--- config.mk ---
export PLATFORM = sky130hd
export DESIGN_NAME = alarm_scheduler
export DESIGN_NICKNAME = d
export VERILOG_FILES = /design/src/rtl/alarm_scheduler.sv
export SDC_FILE = /design/constraint.sdc
export NUM_CORES = 1
export LEC_CHECK = 0
export BUFFER_PORTS_ARGS = -buffer_cell sky130_fd_sc_hd__buf_2
export CORE_AREA = 5 5 111 113
export DETAILED_ROUTE_END_ITERATION = 6
export DIE_AREA = 0 0 116 118
export PLACE_DENSITY = 0.88
export REMOVE_ABC_BUFFERS = 1
export SYNTH_ARGS = -nofsm -noshare
export SYNTH_HDL_FRONTEND = slang
export SYNTH_SLANG_ARGS = --single-unit
--- constraint.sdc ---
create_clock -name i_clk -period 3.1 [get_ports i_clk]
set_input_delay 0.31 -clock i_clk [delete_from_list [all_inputs] [get_ports i_clk]]
set_output_delay 0.31 -clock i_clk [all_outputs]
set_load 0.01 [all_outputs]
--- src/rtl/alarm_scheduler.sv ---
// Multi-slot alarm scheduler: per-slot second match, lowest-index arbitration, shared melody enable.
// Latency: ring starts 1 clk after the pending flag sets; no backpressure, writes/buttons are 1-cycle pulses.
module alarm_scheduler #(
    parameter  int SLOTS  = 4,
    parameter  int SEC_W  = 17,
    parameter  int LEN_W  = 6,
    parameter  int SNOOZE = 300,
    parameter  int DAY    = 86400,
    localparam int IDX_W  = (SLOTS > 1) ? $clog2(SLOTS) : 1
) (
    input  logic             i_clk,
    input  logic             i_rst,
    input  logic             i_onehz,
    input  logic [SEC_W-1:0] i_cur_sec,
    input  logic             i_wr_en,
    input  logic [IDX_W-1:0] i_wr_slot,
    input  logic [SEC_W-1:0] i_wr_sec,
    input  logic [LEN_W-1:0] i_wr_len,
    input  logic             i_wr_on,
    input  logic             i_btn_dismiss,
    input  logic             i_btn_snooze,
    output logic             o_sound,
    output logic             o_ringing,
    output logic [IDX_W-1:0] o_active_slot,
    output logic [SLOTS-1:0] o_pending
);

    typedef enum logic {ST_IDLE, ST_RING} state_t;

    localparam logic [SEC_W:0] DAY_V    = (SEC_W+1)'(DAY);
    localparam logic [SEC_W:0] SNOOZE_V = (SEC_W+1)'(SNOOZE);

    logic             r_sync1, r_sync2, r_sync3;
    logic             w_tick;
    logic [SLOTS-1:0] r_on;
    logic [SEC_W-1:0] r_sec [SLOTS];
    logic [LEN_W-1:0] r_len [SLOTS];
    logic [SLOTS-1:0] r_pending;
    state_t           r_state, w_state_nxt;
    logic [IDX_W-1:0] r_active, w_active_nxt;
    logic [LEN_W-1:0] r_remaining, w_rem_nxt;
    logic [SLOTS-1:0] w_match, w_fsm_clr, w_wr_clr;
    logic [IDX_W-1:0] w_sel;
    logic             w_wr_ok, w_wr_abort, w_snooze;
    logic [SEC_W:0]   w_snz_sum;
    logic [SEC_W-1:0] w_snz_sec;

    always_ff @(posedge i_clk or negedge i_rst) begin
        if (!i_rst) begin
            r_sync1 <= 1'b0;
            r_sync2 <= 1'b0;
            r_sync3 <= 1'b0;
        end else begin
            r_sync1 <= i_onehz;
            r_sync2 <= r_sync1;
            r_sync3 <= r_sync2;
        end
    end

    assign w_tick  = r_sync2 & ~r_sync3;
    assign w_wr_ok = i_wr_en && ({1'b0, i_wr_sec} < DAY_V);
    assign w_wr_clr = w_wr_ok ? (SLOTS'(1) << i_wr_slot) : '0;
    assign w_wr_abort = w_wr_ok && (r_state == ST_RING) && (i_wr_slot == r_active);

    always_comb begin
        for (int i = 0; i < SLOTS; i++) begin
            w_match[i] = w_tick && r_on[i] && (r_len[i] != '0) && (r_sec[i] == i_cur_sec);
        end
    end

    always_comb begin
        w_sel = '0;
        for (int i = SLOTS - 1; i >= 0; i--) begin
            if (r_pending[i]) w_sel = IDX_W'(i);
        end
    end

    // Sum is one bit wider than SEC_W so the wrap test cannot overflow.
    assign w_snz_sum = {1'b0, i_cur_sec} + SNOOZE_V;
    assign w_snz_sec = (w_snz_sum >= DAY_V) ? SEC_W'(w_snz_sum - DAY_V) : w_snz_sum[SEC_W-1:0];

    always_comb begin
        w_state_nxt  = r_state;
        w_active_nxt = r_active;
        w_rem_nxt    = r_remaining;
        w_fsm_clr    = '0;
        w_snooze     = 1'b0;
        case (r_state)
            ST_IDLE: begin
                // Hold off one cycle if the chosen slot is being rewritten right now.
                if ((r_pending != '0) && !(w_wr_ok && (i_wr_slot == w_sel))) begin
                    w_state_nxt  = ST_RING;
                    w_active_nxt = w_sel;
                    w_rem_nxt    = r_len[w_sel];
                end
            end
            ST_RING: begin
                if (w_wr_abort) begin
                    w_state_nxt  = ST_IDLE;
                    w_active_nxt = '0;
                end else if (i_btn_dismiss) begin
                    w_fsm_clr    = SLOTS'(1) << r_active;
                    w_state_nxt  = ST_IDLE;
                    w_active_nxt = '0;
                end else if (i_btn_snooze) begin
                    w_fsm_clr    = SLOTS'(1) << r_active;
                    w_snooze     = 1'b1;
                    w_state_nxt  = ST_IDLE;
                    w_active_nxt = '0;
                end else if (w_tick) begin
                    if (r_remaining <= LEN_W'(1)) begin
                        w_fsm_clr    = SLOTS'(1) << r_active;
                        w_rem_nxt    = '0;
                        w_state_nxt  = ST_IDLE;
                        w_active_nxt = '0;
                    end else begin
                        w_rem_nxt = r_remaining - LEN_W'(1);
                    end
                end
            end
            default: begin
                w_state_nxt  = ST_IDLE;
                w_active_nxt = '0;
            end
        endcase
    end

    always_ff @(posedge i_clk or negedge i_rst) begin
        if (!i_rst) begin
            r_state     <= ST_IDLE;
            r_active    <= '0;
            r_remaining <= '0;
            r_pending   <= '0;
        end else begin
            r_state     <= w_state_nxt;
            r_active    <= w_active_nxt;
            r_remaining <= w_rem_nxt;
            r_pending   <= (r_pending | w_match) & ~w_fsm_clr & ~w_wr_clr;
        end
    end

    // A write issued in the same cycle as a snooze on that slot takes precedence.
    always_ff @(posedge i_clk or negedge i_rst) begin
        if (!i_rst) begin
            r_on <= '0;
            for (int i = 0; i < SLOTS; i++) begin
                r_sec[i] <= '0;
                r_len[i] <= '0;
            end
        end else begin
            if (w_snooze) r_sec[r_active] <= w_snz_sec;
            if (w_wr_ok) begin
                r_on[i_wr_slot]  <= i_wr_on;
                r_sec[i_wr_slot] <= i_wr_sec;
                r_len[i_wr_slot] <= i_wr_len;
            end
        end
    end

    assign o_sound       = (r_state == ST_RING);
    assign o_ringing     = (r_state == ST_RING);
    assign o_active_slot = r_active;
    assign o_pending     = r_pending;

endmodule

==> metrics.sh, run 1 <==
END_KIND='flop'
IO_BUFFER_COUNT=56
CLOCK_TREE.BUFFER_DEPTH=2
POST_ROUTE_CELLS_DRIVE_ABOVE_1_SHARE_PCT=19.0
OVERFLOW=0
CLK_LATENCY_WORST_SKEW_PAIR_NS=0.35
P_CLK_SHARE_PCT=28.2
ROUTED_WIRELENGTH_UM=19300
SYNTH_SEQUENTIAL_AREA_RATIO_PCT=42.4
CRITPATHSLOWESTCELL='sky130_fd_sc_hd__a2111o_1'
FIRST_GLOBAL_VIAS=5712
PWR-SHARE-SEQ_PCT=48.3
CLK_PIN_SLEW_WORST_PATHS_NS=0.08
SYN_AREA_PER_CELL_UM2=9.53
FINALSETUPVIOLATIONS=0
SYNTH-ASYNC-RESET-RATIO_PCT=100
POST_SYNTH_INST_COUNT=693
WORST_HOLD_PATH_TYPE='in -> reg'
FINAL-HOLD-VIOLATION-COUNT=0
GRT_PASS1_WL_UM=30900
YS_DOMINANT_REG_CELL='sky130_fd_sc_hd__dfrtp_1'
FINALWORSTPATHREQUIREDPERIOD_NS=2.81
LAYOUT_OVERHEAD_ON_THE_SYNTHESIZED_AREA_PCT=13.2
POST-CTS-SETUP-BUFFERS=0
DETAIL-ROUTE-ANTENNA-NETS=0
WORST-SETUP-PATH-TYPE='in -> reg'
CLOCK_TREE.HTREE_LEVEL_COUNT=3
SLEW_VIOL_FINAL=0
SYNTH_ENABLE_FLOP_CELLS=0
GRT_START_MAX_NET_PINS=72
TIMING.REG2REG.SETUP_SLACK_NS=0.67
CP_PEAK_STAGE_DELAY_NS=0.47
OUTCOME='complete, no violations'
PLACE_CONGESTION=0.944
NETS=807
WORSTPATHARRIVAL_NS=3.01
CRIT_REQUIRED_NS=3.30
FIN_TOTAL_PWR_mW=4.00
EFFECTIVE_UTILIZATION_AT_FLOORPLAN_PCT=58.8
INTERNAL-POWER_mW=2.72
ROUTE.DETAILED.DRC=0
LARGEST_DRIVER_FANOUT_ON_THE_CRITICAL_PATH=6
FLOORPLAN.CORE_AREA_UM2=11200
FINAL_MIN_PERIOD_OVER_CLOCK_PERIOD_PCT=90.5
WORST_PIN_SLEW_NS=1.20
PLACE_WS_NS=-0.0721
DETAIL_ROUTE.FIRST_PASS.ITERATIONS=6
SW_POWER_mW=1.28
CLOCK_SINK_COUNT=112
TIMING.SLEW.HEADROOM_PCT=19.8
CTS_TREE='built'
ANTENNADIODECOUNT=0
CTS.ROOT.BUFFER_CELL='sky130_fd_sc_hd__clkbuf_16'
VIA_PER_INST=6.54
GLOBALROUTETOTALUTIL_PCT=28.8
MOST-COMMON-LAYOUT-CELLS='sky130_fd_sc_hd__dfrtp_1 (112), sky130_fd_sc_hd__nand2_1 (84), sky130_fd_sc_hd__xnor2_1 (78)'
DR_TOTAL_VIAS=5900
STARTPOINT_TYPE_OF_THE_WORST_SETUP_PATH='primary input'
CTS-RESIZED-GATES=0
TIGHTEST_HOLD_MARGIN_NS=0.0580
HPWL_UM=14200
POWER.SWITCHING_FRACTION_PCT=32.0
DRTITER0DRC=788
PLACEMENTROWS=39
FINALWORSTSETUPSLACK_NS=0.294
ANTENNA_FOUND_INITIAL=0
YOSYSWARNINGS=0
DIE_Y_UM=118
MAX_FREQ_GHz=0.356
CP_CELL_SEQUENCE='buf_2, inv_1, ha_1, nand2b_4, a21o_4, or3_1, a2111o_1, o31ai_4, buf_4, o31ai_1, xnor2_1, o21ai_0'
SYNTH_AREA_UM2=6600
FP.DIEAREA_UM2=13700
POSTSYNTHREGISTERBITS=112
LAYOUT_COMMONEST_CELL='sky130_fd_sc_hd__dfrtp_1'
IOPINCOUNT=57
STATIC-LEAKAGE-POWER_nW=3.12
SYNTH.LIB_CELLS_USED.DISTINCT=56
ROUTEDWLPERCELL_UM=21.3
CTS_HOLD_BUFFERS=0
CAP_VIOLATIONS=0
COMB_POWER_SHARE_PCT=23.5
NUMCTSBUFFERS=9
POWER-PER-CELL-AREA_nW_PER_UM2=534
TIMING.CLOCK.SKEW_NS=0.00887
VDD_DROP_MAX_V=0.000446
RSZ0062_AT_GRT='no'
DIE_WIDTH_UM=116
-- cell families (layout without fill, tap and decap cells) --
group / Yosys count / in the layout / share of synthesized area [%]
AO/OA/AOI/OAI: 183 / 183 / 17.7
multiplexers: 48 / 48 / 8.81
buffers and inverters: 54 / 120 / 3.66
XOR/XNOR: 92 / 92 / 12.2
adder cells (fa/ha/maj): 4 / 4 / 0.758
AND/OR/NAND/NOR: 200 / 200 / 14.4
flip-flops: 112 / 112 / 42.4
-- synth_stat cells, types with 2 or more instances --
cell type	n	area, µm²
sky130_fd_sc_hd__dfrtp_1	112	2800
sky130_fd_sc_hd__nand2_1	84	315
sky130_fd_sc_hd__xnor2_1	78	683
sky130_fd_sc_hd__o21ai_0	74	370
sky130_fd_sc_hd__nor2_1	43	161
sky130_fd_sc_hd__a22oi_1	29	218
sky130_fd_sc_hd__clkbuf_1	26	97.6
sky130_fd_sc_hd__mux2_2	21	236
sky130_fd_sc_hd__mux2i_1	21	210
sky130_fd_sc_hd__a21oi_1	19	95.1
sky130_fd_sc_hd__xor2_1	14	123
sky130_fd_sc_hd__inv_1	13	48.8
sky130_fd_sc_hd__nand4_1	13	81.3
sky130_fd_sc_hd__nor3_1	12	60.1
sky130_fd_sc_hd__a21o_1	11	82.6
sky130_fd_sc_hd__nand3_1	10	50.1
sky130_fd_sc_hd__a211oi_1	9	67.6
sky130_fd_sc_hd__a31oi_1	7	43.8
sky130_fd_sc_hd__buf_2	7	35.0
sky130_fd_sc_hd__buf_4	6	45.0
sky130_fd_sc_hd__mux4_2	6	135
sky130_fd_sc_hd__nor4_1	6	37.5
sky130_fd_sc_hd__o21ai_1	6	30.0
sky130_fd_sc_hd__a311oi_1	5	43.8
sky130_fd_sc_hd__ha_1	4	50.1
sky130_fd_sc_hd__nand2b_1	4	25.0
sky130_fd_sc_hd__o311ai_0	4	35.0
sky130_fd_sc_hd__o31ai_1	4	30.0
sky130_fd_sc_hd__or3_1	4	25.0
sky130_fd_sc_hd__or4_1	4	30.0
sky130_fd_sc_hd__nor2b_1	3	18.8
sky130_fd_sc_hd__nor3b_1	3	22.5
sky130_fd_sc_hd__a2111o_1	2	22.5
sky130_fd_sc_hd__a21oi_2	2	17.5
sky130_fd_sc_hd__a221oi_1	2	17.5
sky130_fd_sc_hd__and2_1	2	12.5
sky130_fd_sc_hd__and3b_1	2	17.5
sky130_fd_sc_hd__o211a_1	2	20.0
sky130_fd_sc_hd__o21a_1	2	15.0
-- per-layer routing --
| metal | global-route usage (%) | wire length (µm) | up-vias |
|---|---|---|---|
| li1 | - | - | 2588 |
| met4 | 11.1 | 755 | 0 |
| met2 | 42.3 | 8680 | 416 |
| met1 | 41.2 | 7710 | 2825 |
| met5 | 0 | 0 | - |
| met3 | 6.68 | 2110 | 71 |
-- power by group through the flow --
stage / Combinational [mW] / Clock (mW) / Sequential [mW]
floorplan: 0.594 / 0 / 1.88
global placement: 0.880 / 0 / 1.92
detailed placement: 0.913 / 0 / 1.94
CTS: 0.923 / 1.13 / 1.92
global route: 1.02 / 1.17 / 1.95
finish: 0.940 / 1.13 / 1.93
-- area by class of cell --
cell class	count	area, µm²
Inverter	13	48.8
Timing Repair Buffer	91	583
Tap cell	143	179
Sequential cell	112	2800
Clock inverter	6	55.1
Multi-Input combinational cell	527	3580
Fill cell	874	3750
Clock buffer	10	229
-- final timing paths --
path / start / to / depth (start not counted)
worst max register to register: o_active_slot[1] / r_sec[16] / 8
min in group asynchronous: i_rst / r_sec[48] / 1
worst min register to register: r_sync1 / r_sync2 / 0
worst min-delay path: i_onehz / r_sync1 / 1
worst max-delay path: i_cur_sec[2] / r_sec[49] / 12
max in group asynchronous: i_rst / r_on[3] / 2
-- worst max-delay path, delay by kind of cell --
kind / cells / cell delay, ns
fa+ha+maj: 1 / 0.20
xor+xnor: 1 / 0.36
buf+inv: 3 / 0.34
compound gates: 5 / 1.32
simple gates: 2 / 0.48
-- flip-flops by register name (all words and copies together) (netlist names) --
register,count
r_sec,68
r_sync1,1
r_len,24
r_remaining,6
r_on,4
r_sync3,1
r_sync2,1
o_ringing,1
o_pending,4
o_active_slot,2
-- per-stage QoR --
stage	utilization (%)	instance area [µm²]	instances	setup TNS (ns)
after floorplan	-	6410	652	-13.04
after global placement	64.1	7190	886	0
after detailed placement	64.1	7190	886	-0.267
after CTS	66.6	7470	902	0
after global routing	66.6	7470	902	0
final	66.6	7470	902	0
Note: power is estimated with default switching activity, not from simulation.
==> run 2, diff against run 1 <==
GPL_TIMING_DRIVEN = 0   (was not set)
SLEW_MARGIN = 10   (was not set)
==> run 2 against run 1 <==
Compared with the run above: utilization decreased by 0.38 points; cell count decreased by 2.4%; largest power group unchanged; flip-flop and latch count did not move.
==> metrics.sh, run 2 (synthesis results as in run 1) <==
CP_CELL_SEQUENCE='buf_4, inv_1, ha_2, nand2b_4, a21o_4, or3_1, a2111o_1, o31ai_4, buf_4, nand3b_1, xnor2_1, o21ai_0'
OUTCOME='complete, no violations'
IO_BUFFER_COUNT=56
CAP_VIOLATIONS=0
FINAL-SEQ-AREA_UM2=2800
LARGEST_REGISTER_FF_COUNT=68
ROUTE.DETAILED.DRC=0
VDD_DROP_MAX_V=0.000399
FINALWORSTPATHREQUIREDPERIOD_NS=3.01
NETS=785
POST_ROUTE_CELLS_DRIVE_ABOVE_1_SHARE_PCT=17.6
WORST-SETUP-PATH-TYPE='in -> reg'
CPMOSTUSEDCELL='sky130_fd_sc_hd__buf_4'
ANTENNA_FOUND_INITIAL=0
GRT_USE_MET2_PCT=44.1
ROUTED_WIRELENGTH_UM=19100
LARGEST_DRIVER_FANOUT_ON_THE_CRITICAL_PATH=10
DIE_Y_UM=118
WORST_HOLD_PATH_TYPE='in -> reg'
TIMING.SLEW.HEADROOM_PCT=44.4
HPWL_UM=13500
FINAL_MIN_PERIOD_OVER_CLOCK_PERIOD_PCT=97.0
STARTPOINT_TYPE_OF_THE_WORST_SETUP_PATH='primary input'
END_KIND='flop'
CLOCK_TREE.BUFFER_DEPTH=2
WORST_PIN_SLEW_NS=0.832
GLOBALROUTETOTALUTIL_PCT=28.7
WORSTPATHARRIVAL_NS=3.22
PLACE_CONGESTION=0.983
FAMILY_WITH_THE_MOST_DELAY_ON_THE_WORST_PATH='compound AO/OA/AOI/OAI gates'
LAYOUT_OVERHEAD_ON_THE_SYNTHESIZED_AREA_PCT=12.6
GRT_START_MAX_NET_PINS=68
FINALSETUPVIOLATIONS=0
CTS.ROOT.BUFFER_CELL='sky130_fd_sc_hd__clkbuf_16'
DETAIL_ROUTE.FIRST_PASS.ITERATIONS=5
MAX_FREQ_GHz=0.332
DIE_WIDTH_UM=116
SETUP_TNS_NS=0
STATIC-LEAKAGE-POWER_nW=3.03
SLEW_VIOL_FINAL=0
CLOCK_TREE.HTREE_LEVEL_COUNT=3
ANTENNADIODECOUNT=0
MET3_USAGE_PCT=7.76
CRIT_BUF_INV=3
GRT-BUSIEST-LAYER='met2'
GRT_PASS1_WL_UM=30600
CRIT_REQUIRED_NS=3.31
FINAL-HOLD-VIOLATION-COUNT=0
IOPINCOUNT=57
CLOCK_SINK_COUNT=112
DR_TOTAL_VIAS=5748
CLK_PIN_SLEW_WORST_PATHS_NS=0.07
REG_TOP3='r_sec (68), r_len (24), r_remaining (6)'
REGISTER_RANKED_FIRST_BY_FLIP_FLOP_COUNT='r_sec'
TIMING.CLOCK.SKEW_NS=0.0122
AREA_OCCUPIED_BY_MULTI_INPUT_GATES_UM2=3640
EFFECTIVE_UTILIZATION_AT_FLOORPLAN_PCT=58.8
MOST-COMMON-LAYOUT-CELLS='sky130_fd_sc_hd__dfrtp_1 (112), sky130_fd_sc_hd__nand2_1 (84), sky130_fd_sc_hd__xnor2_1 (78)'
OVERFLOW=0
DETAIL-ROUTE-ANTENNA-NETS=0
CP_PEAK_STAGE_DELAY_NS=0.43
PLACEMENTROWS=39
NUMCTSBUFFERS=9
CRITPATHSLOWESTCELL='sky130_fd_sc_hd__a2111o_1'
NFILLCELLS=853
DP_CELLS=859
FIN_CELLS=880
VIA_PER_INST=6.53
GLOBAL_ROUTE.USAGE.MET1_PCT=39.2
LAYOUT_COMMONEST_CELL='sky130_fd_sc_hd__dfrtp_1'
CTS_TREE='built'
FIRST_GLOBAL_VIAS=5761
RSZ0062_AT_GRT='no'
CLK_LATENCY_WORST_SKEW_PAIR_NS=0.36
FLOORPLAN.CORE_AREA_UM2=11200
DRTITER0DRC=780
POWER-PER-CELL-AREA_nW_PER_UM2=540
ROUTEDWLPERCELL_UM=21.7
FP.DIEAREA_UM2=13700
-- run 2: worst paths after layout --
path | from | slack [ns] | endpoint | depth (start not counted)
setup / recovery | i_cur_sec[2] | 0.09 | r_sec[45] | 12
hold / removal | i_onehz | 0.05 | r_sync1 | 1
setup reg to reg | o_pending[2] | 0.29 | r_remaining[4] | 9
hold reg to reg | r_sync1 | 0.36 | r_sync2 | 0
max in group asynchronous | i_rst | 1.98 | r_on[2] | 3
min in group asynchronous | i_rst | 0.43 | r_sec[6] | 2
-- run 2: routing by layer --
metal  part of all wire [%]  wire length [µm]
met1                     38              7350
met2                     48              9110
met3                     11              2040
met4                    3.2               609
met5                      0                 0
-- run 2: where the power goes --
group	switching (mW)	internal (mW)	total, mW
clock	0.560	0.599	1.16
sequential	0.206	1.72	1.92
combinational	0.496	0.435	0.931
total	1.26	2.75	4.01
-- run 2: timing repair --
action / 4_1_cts / 5_1_grt
hold endpoints to repair: 45 / 0
hold buffers: 1 / 0
pin swaps: 1 / 2
setup buffers: 3 / 1
setup endpoints to repair: 35 / 39
resized for setup: 6 / 8
-- run 2: area by class of cell --
cell class / instances / area share (%)
clock buffers: 12 / 3.45
clock inverters: 4 / 0.471
inverters: 13 / 0.657
multi-input cells: 527 / 49.0
flip-flops and latches: 112 / 37.7
well taps: 143 / 2.41
repair buffers: 69 / 6.30
-- run 2: stage by stage --
step | hold WS (ns) | total power [mW] | util (%) | instance area (µm²) | setup slack (ns)
finish | 0.0519 | 4.01 | 66.2 | 7430 | 0.0924
global route | 0.0539 | 4.19 | 66.2 | 7430 | 0.00611
CTS | 0.0485 | 3.98 | 65.9 | 7390 | 0.0500
detailed placement | 0.266 | 2.83 | 62.8 | 7040 | -0.757
global placement | 0.334 | 2.76 | 61.2 | 6870 | -2.94
floorplan | 0.0144 | 2.47 | - | 6410 | -0.798
==> run 3, diff against run 2 <==
CELL_PAD_IN_SITES_DETAIL_PLACEMENT = 0   (was not set)
CELL_PAD_IN_SITES_GLOBAL_PLACEMENT = 2   (was not set)
CORE_AREA = 5 5 138 140   (was 5 5 111 113)
DIE_AREA = 0 0 143 145   (was 0 0 116 118)
==> run 3 against run 2 <==
Compared with the run above: maximum frequency increased by 0.44%; non-clock buffer count up 1; power up 0.38%; combinational power increased by 0.6%; largest power group unchanged.
==> metrics.sh, run 3 (synthesis results as in run 1) <==
OUTCOME='complete, no violations'
CTS.ROOT.BUFFER_CELL='sky130_fd_sc_hd__clkbuf_16'
MET3_USAGE_PCT=2.57
PLACE_CONGESTION=0.836
CLOCK_SINK_COUNT=112
TIMING.SLEW.HEADROOM_PCT=38.0
WORST_HOLD_PATH_TYPE='in -> reg'
ANTENNA_FOUND_INITIAL=0
POST_ROUTE_CELLS_DRIVE_ABOVE_1_SHARE_PCT=18.2
FP.DIEAREA_UM2=20700
CLK_LATENCY_WORST_SKEW_PAIR_NS=0.35
TIGHTEST_HOLD_MARGIN_NS=0.0641
CLK_PIN_SLEW_WORST_PATHS_NS=0.07
CAP_VIOLATIONS=0
IOPINCOUNT=57
PLACEMENT.CELL_AREA_UM2=7170
DR_TOTAL_VIAS=5535
OVERFLOW=0
FIRST_GLOBAL_VIAS=5415
FINALSETUPVIOLATIONS=0
FAMILY_WITH_THE_MOST_DELAY_ON_THE_WORST_PATH='compound AO/OA/AOI/OAI gates'
FINALCOREUTILIZATION_PCT=42.8
ANTENNADIODECOUNT=0
CRIT_REQUIRED_NS=3.34
FINAL_MIN_PERIOD_OVER_CLOCK_PERIOD_PCT=96.6
LARGEST_REGISTER_FF_COUNT=68
POWER-PER-CELL-AREA_nW_PER_UM2=531
REG_TOP3='r_sec (68), r_len (24), r_remaining (6)'
NUMCTSBUFFERS=9
WORSTPATHARRIVAL_NS=3.24
MOST-COMMON-LAYOUT-CELLS='sky130_fd_sc_hd__dfrtp_1 (112), sky130_fd_sc_hd__nand2_1 (84), sky130_fd_sc_hd__xnor2_1 (75)'
CP_NUM_CELLS=12
GRT_PASS1_WL_UM=31500
CP_PEAK_STAGE_DELAY_NS=0.47
CTS_TREE='built'
FINALWORSTPATHREQUIREDPERIOD_NS=2.99
GRT_USE_MET2_PCT=29.1
VIA_PER_INST=5.73
WORST-SETUP-PATH-TYPE='in -> reg'
WORST_PIN_SLEW_NS=0.928
STATIC-LEAKAGE-POWER_nW=3.06
DIE_WIDTH_UM=143
DETAIL_ROUTE.FIRST_PASS.ITERATIONS=6
ROUTE.DETAILED.DRC=0
TIMING.CLOCK.SKEW_NS=0.00571
FINAL-HOLD-VIOLATION-COUNT=0
LARGEST_DRIVER_FANOUT_ON_THE_CRITICAL_PATH=10
ROUTEDWLPERCELL_UM=20.7
GLOBALROUTETOTALUTIL_PCT=19.4
STARTPOINT_TYPE_OF_THE_WORST_SETUP_PATH='primary input'
END_KIND='flop'
LAYOUT_COMMONEST_CELL='sky130_fd_sc_hd__dfrtp_1'
MAX_FREQ_GHz=0.334
REGISTER_RANKED_FIRST_BY_FLIP_FLOP_COUNT='r_sec'
GRT_START_MAX_NET_PINS=93
FINAL_AREA_UM2=7590
SLEW_VIOL_FINAL=0
DETAIL-ROUTE-ANTENNA-NETS=0
CLOCK_TREE.BUFFER_DEPTH=2
DIE_Y_UM=145
CRITPATHSLOWESTCELL='sky130_fd_sc_hd__a2111o_1'
TIMING.REG2REG.WORST_PATH_DEPTH=7
ROUTED_WIRELENGTH_UM=20000
GRT-BUSIEST-LAYER='met1'
CRIT_BUF_INV=3
GLOBAL_ROUTE.USAGE.MET1_PCT=29.4
PLACEMENTROWS=49
HPWL_UM=14700
VDD_DROP_MAX_V=0.000230
CLOCK_TREE.HTREE_LEVEL_COUNT=3
FLOORPLAN.CORE_AREA_UM2=17700
NETS=786
NFILLCELLS=1715
DRTITER0DRC=633
IO_BUFFER_COUNT=56
EFFECTIVE_UTILIZATION_AT_FLOORPLAN_PCT=37.3
LAYOUT_OVERHEAD_ON_THE_SYNTHESIZED_AREA_PCT=15.0
HOLD_PATH_DEPTH=1
CP_CELL_SEQUENCE='buf_2, inv_1, ha_1, nand2b_4, a21o_4, or3_1, a2111o_1, o31ai_4, buf_4, mux2i_4, a211oi_1, a21o_1'
-- run 3: changes by cell type in the layout (fill, tap and decap cells not counted), moves of 3 or more --
cell,previous run,this run
sky130_fd_sc_hd__xnor2_2,0,3
sky130_fd_sc_hd__buf_6,2,6
sky130_fd_sc_hd__buf_4,7,3
sky130_fd_sc_hd__xnor2_1,78,75
-- run 3: report_power, final --
| part | internal (mW) | leakage, nW | switching, mW | total, mW |
|---|---|---|---|---|
| sequential | 1.72 | 1.39 | 0.195 | 1.91 |
| clock | 0.645 | 0.139 | 0.535 | 1.18 |
| combinational | 0.442 | 1.53 | 0.495 | 0.937 |
| total | 2.81 | 3.06 | 1.22 | 4.03 |
-- run 3: per-stage QoR --
| step | setup WS [ns] | std cells | power (mW) | TNS [ns] |
|---|---|---|---|---|
| final | 0.106 | 966 | 4.03 | 0 |
| after global routing | -0.0136 | 966 | 4.22 | -0.0136 |
| after CTS | 0.0206 | 965 | 4.02 | 0 |
| after detailed placement | -1.04 | 947 | 2.84 | -34.95 |
| after global placement | -3.18 | 937 | 2.79 | -147.21 |
| after floorplan | -0.798 | 652 | 2.47 | -13.04 |
-- run 3: final timing paths --
check | slack [ns] | startpoint | to
max in group asynchronous | 2.03 | i_rst | r_sec[42]
max | 0.11 | i_cur_sec[2] | r_sec[42]
min | 0.06 | i_onehz | r_sync1
max reg2reg | 0.40 | o_active_slot[1] | r_sec[2]
min reg2reg | 0.35 | r_sync1 | r_sync2
min in group asynchronous | 0.36 | i_rst | r_remaining[4]
-- run 3: metal layers --
metal,wire [µm],share of wire (%)
met1,9330,47
met2,9090,45
met5,0,0
met4,303,1.5
met3,1270,6.3
-- run 3: what timing repair did --
| action | CTS | global route |
|---|---|---|
| endpoints found under the hold margin | 20 | 0 |
| hold buffers | 1 | 0 |
| pin swaps | 1 | 1 |
| gates resized for setup | 6 | 12 |
| setup buffers | 2 | 1 |
| setup endpoints to repair | 51 | 41 |
-- run 3: final cells by class --
type | count | area, µm² | area share [%]
Timing Repair Buffer | 70 | 475 | 6.26
Clock buffer | 12 | 246 | 3.25
Clock inverter | 3 | 42.5 | 0.560
Inverter | 13 | 48.8 | 0.643
Tap cell | 229 | 287 | 3.77
Multi-Input combinational cell | 527 | 3690 | 48.6
Sequential cell | 112 | 2800 | 36.9
